**config.mk**
```make
export PLATFORM = sky130hd
export DESIGN_NAME = fifo_sync_param
export DESIGN_NICKNAME = d
export VERILOG_FILES = /design/src/rtl/fifo_pkg.sv /design/src/rtl/fifo_mem.sv /design/src/rtl/fifo_sync_param.sv
export SDC_FILE = /design/constraint.sdc
export NUM_CORES = 1
export LEC_CHECK = 0
export CAP_MARGIN = 20
export CORE_ASPECT_RATIO = 0.8
export CORE_MARGIN = 8
export CORE_UTILIZATION = 50
export DETAILED_ROUTE_END_ITERATION = 10
export PLACE_DENSITY_LB_ADDON = 0.05
export SLEW_MARGIN = 10
export SYNTH_ARGS = -nofsm -noshare
export SYNTH_HDL_FRONTEND = slang
export SYNTH_HIERARCHICAL = 1
export SYNTH_SLANG_ARGS = --single-unit
```
**constraint.sdc**
```tcl
create_clock -name clk -period 4.5 [get_ports clk]
set_input_delay 0.9 -clock clk [delete_from_list [all_inputs] [get_ports clk]]
set_output_delay 0.9 -clock clk [all_outputs]
set_load 0.02 [all_outputs]
```
**src/rtl/fifo_pkg.sv**
```systemverilog
`default_nettype none
// ============================================================================
//  Module      : fifo_pkg
//  Description : Shared defaults, count-width helper and sticky-error type
//                for the parametrised synchronous FIFO.
//  Revision    : 1.0
// ============================================================================
package fifo_pkg;

    localparam int FIFO_DATA_W_DEF = 16;
    localparam int FIFO_DEPTH_DEF  = 8;

    // [1] overflow seen, [0] underflow seen
    typedef logic [1:0] err_vec_t;

    function automatic int cnt_w(input int depth);
        return $clog2(depth + 1);
    endfunction

endpackage : fifo_pkg
`default_nettype wire

```
**src/rtl/fifo_mem.sv**
```systemverilog
`default_nettype none
// ============================================================================
//  Module      : fifo_mem
//  Description : Simple dual-port storage array, DATA_W x DEPTH, with one
//                write port and one registered synchronous read port.
//  Revision    : 1.0
// ============================================================================
module fifo_mem #(
    parameter int DATA_W = 16,
    parameter int DEPTH  = 8,
    parameter int ADDR_W = 3
) (
    input  logic              clk,
    input  logic              rst,
    input  logic              wr_en_i,
    input  logic [ADDR_W-1:0] wr_addr_i,
    input  logic [DATA_W-1:0] wr_data_i,
    input  logic              rd_en_i,
    input  logic [ADDR_W-1:0] rd_addr_i,
    output logic [DATA_W-1:0] rd_data_o
);

    logic [DATA_W-1:0] mem_q [DEPTH];
    logic [DATA_W-1:0] rd_data_q;

    // Storage is deliberately left out of reset so it maps onto plain RAM.
    always_ff @(posedge clk) begin
        if (wr_en_i) begin
            mem_q[wr_addr_i] <= wr_data_i;
        end
    end

    always_ff @(posedge clk or posedge rst) begin
        if (rst) begin
            rd_data_q <= '0;
        end else if (rd_en_i) begin
            rd_data_q <= mem_q[rd_addr_i];
        end
    end

    assign rd_data_o = rd_data_q;

endmodule : fifo_mem
`default_nettype wire

```
**src/rtl/fifo_sync_param.sv**
```systemverilog
`default_nettype none
// ============================================================================
//  Module      : fifo_sync_param
//  Description : Parametrised single-clock FIFO with occupancy count,
//                programmable almost-full/almost-empty and 1-cycle strobes.
//                Optional sticky error flags when FIFO_STICKY_ERR_EN is defined.
//  Revision    : 1.0
// ============================================================================
module fifo_sync_param
    import fifo_pkg::*;
#(
    parameter int DATA_W    = FIFO_DATA_W_DEF,
    parameter int DEPTH     = FIFO_DEPTH_DEF,
    parameter int AFULL_TH  = DEPTH - 1,
    parameter int AEMPTY_TH = 1
) (
    input  logic                       clk,
    input  logic                       rst,
`ifdef FIFO_STICKY_ERR_EN
    input  logic                       err_clr,
    output err_vec_t                   err_sticky,
`endif
    input  logic [DATA_W-1:0]          data_in,
    input  logic                       wr_en,
    input  logic                       rd_en,
    output logic [DATA_W-1:0]          data_out,
    output logic                       rd_valid,
    output logic                       wr_ack,
    output logic                       overflow,
    output logic                       underflow,
    output logic                       full,
    output logic                       almostfull,
    output logic                       empty,
    output logic                       almostempty,
    output logic [cnt_w(DEPTH)-1:0]    count
);

    localparam int CNT_W = cnt_w(DEPTH);
    localparam int PTR_W = (DEPTH > 1) ? $clog2(DEPTH) : 1;

    logic [PTR_W-1:0] wr_ptr_q, wr_ptr_d;
    logic [PTR_W-1:0] rd_ptr_q, rd_ptr_d;
    logic [CNT_W-1:0] count_q, count_d;
    logic             rd_valid_q, wr_ack_q, overflow_q, underflow_q;
    logic             wr_acc, rd_acc;

    function automatic logic [PTR_W-1:0] ptr_inc(input logic [PTR_W-1:0] p);
        return (p == PTR_W'(DEPTH - 1)) ? '0 : p + PTR_W'(1);
    endfunction

    assign wr_acc = wr_en && !full;
    assign rd_acc = rd_en && !empty;

    always_comb begin
        wr_ptr_d = wr_acc ? ptr_inc(wr_ptr_q) : wr_ptr_q;
        rd_ptr_d = rd_acc ? ptr_inc(rd_ptr_q) : rd_ptr_q;
        count_d  = count_q;
        case ({wr_acc, rd_acc})
            2'b10:   count_d = count_q + CNT_W'(1);
            2'b01:   count_d = count_q - CNT_W'(1);
            default: count_d = count_q;
        endcase
    end

    always_ff @(posedge clk or posedge rst) begin
        if (rst) begin
            wr_ptr_q    <= '0;
            rd_ptr_q    <= '0;
            count_q     <= '0;
            rd_valid_q  <= 1'b0;
            wr_ack_q    <= 1'b0;
            overflow_q  <= 1'b0;
            underflow_q <= 1'b0;
        end else begin
            wr_ptr_q    <= wr_ptr_d;
            rd_ptr_q    <= rd_ptr_d;
            count_q     <= count_d;
            rd_valid_q  <= rd_acc;
            wr_ack_q    <= wr_acc;
            overflow_q  <= wr_en && !wr_acc;
            underflow_q <= rd_en && !rd_acc;
        end
    end

    fifo_mem #(
        .DATA_W (DATA_W),
        .DEPTH  (DEPTH),
        .ADDR_W (PTR_W)
    ) u_mem (
        .clk       (clk),
        .rst       (rst),
        .wr_en_i   (wr_acc),
        .wr_addr_i (wr_ptr_q),
        .wr_data_i (data_in),
        .rd_en_i   (rd_acc),
        .rd_addr_i (rd_ptr_q),
        .rd_data_o (data_out)
    );

`ifdef FIFO_STICKY_ERR_EN
    err_vec_t err_q, err_d;

    // A new error in the same cycle as err_clr must survive the clear.
    always_comb begin
        err_d = err_clr ? err_vec_t'(2'b00) : err_q;
        err_d = err_d | {wr_en && !wr_acc, rd_en && !rd_acc};
    end

    always_ff @(posedge clk or posedge rst) begin
        if (rst) begin
            err_q <= '0;
        end else begin
            err_q <= err_d;
        end
    end

    assign err_sticky = err_q;
`endif

    // Flags decode the registered count, so they cannot glitch.
    assign full        = (count_q == CNT_W'(DEPTH));
    assign almostfull  = (count_q >= CNT_W'(AFULL_TH)) && !full;
    assign empty       = (count_q == '0);
    assign almostempty = !empty && (count_q <= CNT_W'(AEMPTY_TH));

    assign rd_valid  = rd_valid_q;
    assign wr_ack    = wr_ack_q;
    assign overflow  = overflow_q;
    assign underflow = underflow_q;
    assign count     = count_q;

endmodule : fifo_sync_param
`default_nettype wire

```
==> run_results.csv, run 1 <==
group,metric,value,unit
critical_path,path_class,"register to output port",
timing,layout_min_cycle_time,3.03,ns
routing,dr.first_iter.drc_count,224,
routing,first_pass_iters,5,
place,port_buffers,47,
timing,worst_pin_slew,1.01,ns
critical_path,crit_chain,"inv_1 -> ha_1 -> nor4b_1 -> clkdlybuf4s50_1",
power,finalPower,5.32,mW
critical_path,critPathSlowestCell,"clkdlybuf4s50_1",
routing,avgRoutedWirePerCell,20.8,um
floorplanning,die_area,16700,um^2
timing,hold_viol_final,0,
worst_hold_path,min-delay-start,"wr_ptr_q[2]",
logic_synthesis,synth_most_common_cell,"edfxtp_1",
run,maxCapViolations,0,
logic_synthesis,ys_top_cells_by_area,"edfxtp_1 60%, dfrtp_1 12%, mux2i_1 7.7%",
timing,fmax,330,MHz
cts,clk_pin_slew_worst_paths,0.06,ns
global_route,grt_overflow,0,
logic_synthesis,synthesis.area,6380,um^2
layout,areaGrowthSynthToFinish,20.6,%
routing,vias,3426,
logic_synthesis,yosysWarnings,6,
floorplanning,num_rows,37,
logic_synthesis,synth_top_area_frac,0.602,
critical_path,cp.buffers_inverters,2,
critical_path,cp.arrival,2.13,ns
floorplanning,die_y,117,um
cts,cts_buffers,17,
timing,fin_skew,0.00647,ns
power,p_comb_frac,0.294,
layout,fin_area,7690,um^2
timing,holdWs,0.590,ns
cts,ctsHoldBuffers,0,
power,power_switching,1.69,mW
timing,setup_violations,0,
cts,root_buffer,"clkbuf_16",
power,vdd_drop_max,0.477,mV
cts,cts_num_sinks,158,
layout,utilization,0.609,
cts,cts_buffer_depth,2,
logic_synthesis,synth.distinct_cells,34,
power,power_density,692,nW/um^2
global_route,grtUsageTotal,0.172,
layout,num-fill-cells,987,
timing,drv_slew,0,
place,post-dp-hpwl,7690,um
critical_path,cp-start-kind,"register",
cts,htreeDepth,4,
logic_synthesis,synth-edff-count,128,
floorplanning,coreArea,12600,um^2
place,gp_congestion,0.699,
power,p_sw_frac,0.318,
global_route,grt_pass1_vias,3613,
critical_path,cp_max_fo,7,
critical_path,crit_required,3.60,ns
logic_synthesis,synth_top_cell_by_area,"edfxtp_1",
floorplanning,initial_core_util,0.505,
logic_synthesis,syn_inst,384,
routing,vias_per_cell,5.43,
layout,layout-drive-gt1-share,0.134,
global_route,antenna_found_initial,0,
cts,clk_latency,0.41,ns
critical_path,crit_family,"buffers and inverters",
layout,antenna_cells,0,
global_route,grt_max_degree,70,
logic_synthesis,async_flop_share,0.190,
critical_path,endpoint_kind,"output port",
critical_path,reg2reg_from,"count[0]",
timing,finalCritPeriodShare,0.674,
cts,postCtsSetupBuffers,0,
routing,finalWirelength,13100,um
logic_synthesis,syn_area_per_cell,16.6,um^2
critical_path,worst_path_largest_cell_delay,0.66,ns
layout,fin_nets,471,
routing,detail-route-antenna-nets,0,
floorplanning,die_w,142,um
routing,route.detailed.drc,0,
logic_synthesis,ys_ff_latch,158,
logic_synthesis,syn_nets,412,
timing,rsz0062_at_grt,"false",
cts,cts_tree,"yes",
power,power.internal,3.63,mW
power,seqPwrFrac,0.410,
power,p_leak,2.87,nW
timing,relSlewSlack,0.329,
worst_hold_path,min_path_type,"register to register",
floorplanning,boundaryPins,48,
place,dpl-instance-area,7030,um^2
timing,finalSetupTns,0,ns
status,status,"finished clean",
power,clkPwrFrac,0.296,
critical_path,crit_path_start,"count[0]",
logic_synthesis,synth_top_cells_by_count,"128 x edfxtp_1, 49 x mux2i_1, 33 x nor2b_1",
logic_synthesis,ys.flop_type,"edfxtp_1",
logic_synthesis,seq_area_frac_synth,0.720,
global_route,grt_pass1_wl,20700,um
cts,ctsResizeCount,0,
final timing paths:
check	to	slack (ns)	depth (start not counted)
hold reg to reg	wr_ptr_q[2]	0.59	1
min in group asynchronous	count[0]	0.87	2
setup / recovery	almostempty	1.47	4
setup reg to reg	u_mem/mem_q[4][5]	1.97	8
max in group asynchronous	u_mem/rd_data_o[7]	2.96	2
hold / removal	wr_ptr_q[2]	0.59	1
stage by stage:
stage / instances / setup slack [ns]
after floorplan: 384 / 1.69
after CTS: 631 / 1.44
after detailed placement: 599 / 1.47
final: 631 / 1.47
after global placement: 599 / 1.53
after global routing: 631 / 1.34
sequential cells by signal, indices dropped and copies added (netlist names):
name and flops:
u_mem/mem_q 128, u_mem/rd_data_o 16, count 4, rd_ptr_q 3
wr_ptr_q 3, overflow 1, rd_valid 1, underflow 1
wr_ack 1
cell type report:
| cell class | instances | area [um^2] | share of cell area |
|---|---|---|---|
| inverter | 7 | 26.3 | 0.00342 |
| sequential | 158 | 4600 | 0.598 |
| clock inverter | 15 | 234 | 0.0304 |
| clock buffer | 17 | 425 | 0.0553 |
| timing repair buffer | 62 | 583 | 0.0758 |
| tap | 175 | 219 | 0.0285 |
| multi-input combinational | 197 | 1610 | 0.209 |
layer usage:
layer	global-route usage	vias to the layer above	share of wire	wire length, um
met2	0.277	70	0.48	6250
met1	0.225	1752	0.47	6150
li1	-	1598	-	-
met5	0	-	0	0
met4	0.0494	0	0.0058	76
met3	0.0490	6	0.049	643
worst register-to-register path, cell delays in order (launching register included):
cell	delay, ns
dfrtp_1	0.47
inv_1	0.07
ha_1	0.25
nand3b_1	0.12
nand2_1	0.15
inv_1	0.12
nand2_1	0.12
nor3_2	0.61
buf_4	0.32
power groups by stage:
stage	combinational [mW]	clock (mW)	sequential (mW)
3_5_place_dp	1.57	0	2.21
2_1_floorplan	1.07	0	2.16
4_1_cts	1.58	1.61	2.19
5_1_grt	1.69	1.67	2.23
3_3_place_gp	1.55	0	2.20
6_report	1.56	1.57	2.18
placed cells by master, fill, tap and decap left out, types with 2 or more instances in the layout:
cell type,Yosys,layout
edfxtp_1,128,128
mux2i_1,49,49
clkdlybuf4s50_1,0,47
nor2b_1,33,33
dfrtp_1,30,29
clkbuf_16,0,17
a22oi_1,16,16
nand3_1,16,16
a211o_1,16,16
a41o_1,16,16
buf_4,7,15
nor2_1,11,11
ha_1,8,8
inv_1,7,7
mux2_2,6,6
bufinv_16,0,5
nand2b_1,4,4
nand2_1,4,4
clkinvlp_4,0,4
inv_6,0,3
xor2_1,2,2
xnor2_1,2,2
inv_8,0,2
nor3_2,0,2
cell families (layout without fill, tap and decap cells):
kind of cell / Yosys count / after routing / synth area share
flip-flops: 158 / 158 / 0.720
AND/OR/NAND/NOR: 79 / 79 / 0.0728
multiplexers: 55 / 55 / 0.0875
AO/OA/AOI/OAI: 51 / 51 / 0.0688
buffers and inverters: 29 / 101 / 0.0296
adder cells (fa/ha/maj): 8 / 8 / 0.0157
XOR/XNOR: 4 / 4 / 0.00549
(Power assumes the default switching activity.)
==> inputs of run 2 (changes only) <==
- clock period: 4.5 -> 2.6 ns (I/O delays scaled with it)
==> run_results.csv, run 2 (synthesis gave the netlist of run 1 again) <==
group,metric,value,unit
status,status,"finished clean",
layout,final_cells,639,
power,vdd_drop_max,0.657,mV
floorplanning,initial_core_util,0.505,
routing,dr.first_iter.drc_count,248,
cts,cts_tree,"yes",
layout,layout-drive-gt1-share,0.142,
timing,setup_violations,0,
power,seqPwrFrac,0.411,
layout,num-fill-cells,959,
cts,ctsHoldBuffers,0,
place,port_buffers,47,
power,p_leak,2.90,nW
layout,antenna_cells,0,
power,power.internal,6.03,mW
floorplanning,coreArea,12600,um^2
timing,finalSetupTns,0,ns
global_route,grt_pass1_wl,20000,um
routing,route.detailed.drc,0,
layout,fin_nets,480,
timing,rsz0062_at_grt,"false",
layout,fin_area,7680,um^2
cts,clk_pin_slew_worst_paths,0.06,ns
critical_path,endpoint_kind,"register",
critical_path,cp.arrival,2.68,ns
timing,fin_skew,0.00810,ns
layout,utilization,0.608,
layout,areaGrowthSynthToFinish,20.4,%
global_route,grt_overflow,0,
layout,mostFrequentLayoutCell,"edfxtp_1",
cts,root_buffer,"clkbuf_16",
critical_path,cp_max_fo,6,
critical_path,crit_required,2.94,ns
routing,finalWirelength,12600,um
routing,vias,3372,
place,post-dp-hpwl,7910,um
global_route,grt_pass1_vias,3433,
power,finalPower,8.89,mW
global_route,grtUsageTotal,0.166,
power,p_sw_frac,0.322,
place,gp_congestion,0.749,
critical_path,cp-start-kind,"register",
power,clkPwrFrac,0.262,
floorplanning,die_w,142,um
place,dpl-instance-area,7130,um^2
critical_path,worst_path_largest_cell_delay,0.48,ns
routing,detail-route-antenna-nets,0,
routing,vias_per_cell,5.28,
layout,largest_register_ffs,128,
place,place_inst,608,
global_route,antenna_found_initial,0,
cts,htreeDepth,4,
routing,avgRoutedWirePerCell,19.8,um
power,power_density,1160,nW/um^2
timing,hold_viol_final,0,
cts,cts_num_sinks,158,
worst_hold_path,min_path_type,"input pin to async pin",
critical_path,critPathSlowestCell,"or4b_4",
floorplanning,die_area,16700,um^2
power,power_switching,2.86,mW
timing,finalCritPeriodShare,0.899,
timing,fmax,428,MHz
timing,layout_min_cycle_time,2.34,ns
timing,drv_slew,0,
power,p_comb_frac,0.327,
critical_path,crit_chain,"inv_1 -> ha_1 -> nor3b_2 -> nand2b_1 -> inv_1 -> ha_1 -> or4b_4 -> a21oi_2 -> xor2_1",
run,maxCapViolations,0,
layout,top_register,"u_mem/mem_q",
global_route,grt_max_degree,34,
layout,layout_common_cells,"128 x edfxtp_1, 49 x mux2i_1, 43 x clkdlybuf4s50_1",
cts,clk_latency,0.41,ns
floorplanning,boundaryPins,48,
timing,worst_pin_slew,0.608,ns
timing,relSlewSlack,0.595,
floorplanning,die_y,117,um
critical_path,path_class,"register to register",
routing,first_pass_iters,4,
cts,cts_buffer_depth,2,
cts,cts_buffers,17,
floorplanning,num_rows,37,
[run 2: power groups by stage]
stage	Clock [mW]	Combinational (mW)	Sequential (mW)
floorplan	0	1.85	3.74
global placement	0	2.91	3.69
detailed placement	0	2.95	3.71
CTS	2.38	2.95	3.67
global route	2.48	3.16	3.73
finish	2.33	2.91	3.66
[run 2: path summary, 6_finish.rpt]
| kind | start | slack (ns) | endpoint | cells past startpoint |
|---|---|---|---|---|
| worst max-delay path | count[1] | 0.26 | count[3] | 9 |
| min in group clk | count[0] | 0.58 | count[0] | 2 |
| worst min-delay path | rst | 0.48 | u_mem/rd_data_o[0] | 3 |
| worst min register to register | count[0] | 0.58 | count[0] | 2 |
| max in group asynchronous | rst | 1.71 | rd_ptr_q[0] | 2 |
| worst max register to register | count[1] | 0.26 | count[3] | 9 |
[run 2: metal layers]
metal / global-route usage / wire length [um] / vias up
met3: 0.0405 / 789 / 11
met1: 0.223 / 5830 / 1662
li1: - / - / 1613
met4: 0.0593 / 125 / 0
met5: 0 / 0 / -
met2: 0.261 / 5910 / 86
[run 2: layout make-up]
type	count	area, um^2	area share
clock buffer	20	437	0.0568
clock inverter	11	121	0.0158
tap	175	219	0.0285
multi-input combinational	197	1610	0.209
timing repair buffer	71	674	0.0878
inverter	7	26.3	0.00342
sequential	158	4600	0.599
[run 2: what timing repair did]
item                                    4_1_cts  5_1_grt
buffers inserted                              0        0
resized for setup                             3        1
endpoints found under the setup margin        3        1
[run 2: per-stage QoR]
step / hold WS [ns] / setup slack (ns)
final: 0.475 / 0.263
after CTS: 0.469 / 0.0952
after detailed placement: 0.574 / 0.254
after global placement: 0.561 / 0.297
after floorplan: 0.409 / 0.119
after global routing: 0.501 / 0.0339
[run 2: critical path, delay by kind of cell (launching register included)]
kind / cells / cell delay [ns]
simple gates: 3 / 0.88
fa+ha+maj: 2 / 0.47
flops: 1 / 0.42
buf+inv: 2 / 0.19
compound gates: 1 / 0.15
xor+xnor: 1 / 0.14
==> inputs of run 3 (changes only) <==
- CTS_CLUSTER_DIAMETER: default -> 120
- clock period: 2.6 -> 2.1 ns (I/O delays scaled with it)
==> run_results.csv, run 3 (synthesis gave the netlist of run 1 again) <==
group,metric,value,unit
cts,clk_latency,0.41,ns
critical_path,critPathSlowestCell,"clkdlybuf4s50_1",
place,post-dp-hpwl,8310,um
cts,ctsHoldBuffers,0,
critical_path,worst_path_largest_cell_delay,0.67,ns
routing,detail-route-antenna-nets,0,
timing,fin_skew,0.0188,ns
layout,layout_common_cells,"128 x edfxtp_1, 49 x mux2i_1, 43 x clkdlybuf4s50_1",
timing,fmax,499,MHz
place,gp_congestion,0.784,
routing,vias,3459,
floorplanning,coreArea,12600,um^2
cts,cts_buffer_depth,2,
routing,route.detailed.drc,0,
floorplanning,boundaryPins,48,
cts,cts_num_sinks,158,
critical_path,cp-start-kind,"register",
timing,holdWs,0.383,ns
global_route,grt_max_degree,34,
critical_path,crit_required,1.68,ns
global_route,antenna_found_initial,0,
layout,antenna_cells,0,
timing,relSlewSlack,0.629,
cts,root_buffer,"clkbuf_16",
power,p_leak,2.94,nW
timing,finalSetupTns,0,ns
layout,ff_latch_area,4600,um^2
critical_path,endpoint_kind,"output port",
global_route,grt_pass1_vias,3553,
power,power_density,1440,nW/um^2
routing,first_pass_iters,5,
power,clkPwrFrac,0.263,
floorplanning,num_rows,37,
power,p_sw_frac,0.319,
power,seqPwrFrac,0.401,
timing,finalCritPeriodShare,0.954,
critical_path,crit_family,"buffers and inverters",
floorplanning,die_w,142,um
power,p_comb_frac,0.337,
power,vdd_drop_max,0.831,mV
timing,drv_slew,0,
worst_hold_path,min_path_type,"input pin to async pin",
critical_path,path_class,"register to output port",
timing,layout_min_cycle_time,2.00,ns
cts,clk_pin_slew_worst_paths,0.06,ns
run,maxCapViolations,0,
critical_path,cp.buffers_inverters,1,
floorplanning,die_area,16700,um^2
power,power.internal,7.66,mW
routing,avgRoutedWirePerCell,20.2,um
layout,multi_input_area,1650,um^2
status,status,"finished clean",
power,power_switching,3.58,mW
layout,top_register,"u_mem/mem_q",
routing,dr.first_iter.drc_count,199,
layout,utilization,0.619,
place,port_buffers,47,
routing,vias_per_cell,5.33,
layout,areaGrowthSynthToFinish,22.7,%
critical_path,cp_max_fo,7,
timing,hold_viol_final,0,
layout,layout-drive-gt1-share,0.184,
cts,htreeDepth,4,
global_route,grt_overflow,0,
timing,worst_pin_slew,0.556,ns
layout,mostFrequentLayoutCell,"edfxtp_1",
floorplanning,initial_core_util,0.505,
layout,num-fill-cells,947,
routing,finalWirelength,13100,um
global_route,grtUsageTotal,0.169,
layout,fin_nets,489,
timing,setup_violations,0,
floorplanning,die_y,117,um
cts,cts_tree,"yes",
global_route,grt_pass1_wl,20500,um
critical_path,crit_chain,"clkdlybuf4s50_1",
layout,largest_register_ffs,128,
critical_path,cp.arrival,1.58,ns
cts,cts_buffers,17,
[run 3: area by class of cell]
cell class / count / area share
tap: 175 / 0.0280
multi-input combinational: 197 / 0.211
clock buffer: 21 / 0.0588
sequential: 158 / 0.588
clock inverter: 11 / 0.0149
inverter: 7 / 0.00368
timing repair buffer: 80 / 0.0962
[run 3: power by group through the flow]
stage                     clock network, mW  registers [mW]  logic (mW)
final                                  2.95            4.51        3.79
after CTS                              3.00            4.51        3.82
after detailed placement                  0            4.57        3.81
after global placement                    0            4.55        3.79
after floorplan                           0            4.64        2.33
after global routing                   3.14            4.58        4.09
[run 3: timing repair]
item | CTS | global route
pin swaps | 0 | 1
buffers inserted | 0 | 1
resized for setup | 8 | 9
setup endpoints to repair | 4 | 6
[run 3: routing by layer]
metal / GRT usage / up-vias / wire [um]
met3: 0.0466 / 2 / 580
li1: - / 1637 / -
met1: 0.221 / 1759 / 5910
met2: 0.274 / 61 / 6540
met5: 0 / - / 0
met4: 0.0487 / 0 / 50
[run 3: worst paths after layout]
path | startpoint | end | slack (ns) | cells after the start
min in group clk | count[0] | count[0] | 0.48 | 1
hold reg to reg | count[0] | count[0] | 0.48 | 1
setup reg to reg | count[0] | count[3] | 0.13 | 9
setup / recovery | count[3] | count[3] | 0.1 | 1
max in group asynchronous | rst | rd_ptr_q[0] | 1.30 | 2
hold / removal | rst | u_mem/rd_data_o[11] | 0.38 | 3
[run 3: through the flow]
stage | instance area (um^2) | cells | power [mW] | worst slack [ns]
2_1_floorplan | 6420 | 384 | 6.97 | -0.198
3_3_place_gp | 7240 | 616 | 8.33 | 0.0540
3_5_place_dp | 7240 | 616 | 8.38 | 0.0386
4_1_cts | 7820 | 648 | 11.3 | 0.0112
5_1_grt | 7830 | 649 | 11.8 | -0.0201
6_report | 7830 | 649 | 11.2 | 0.0962
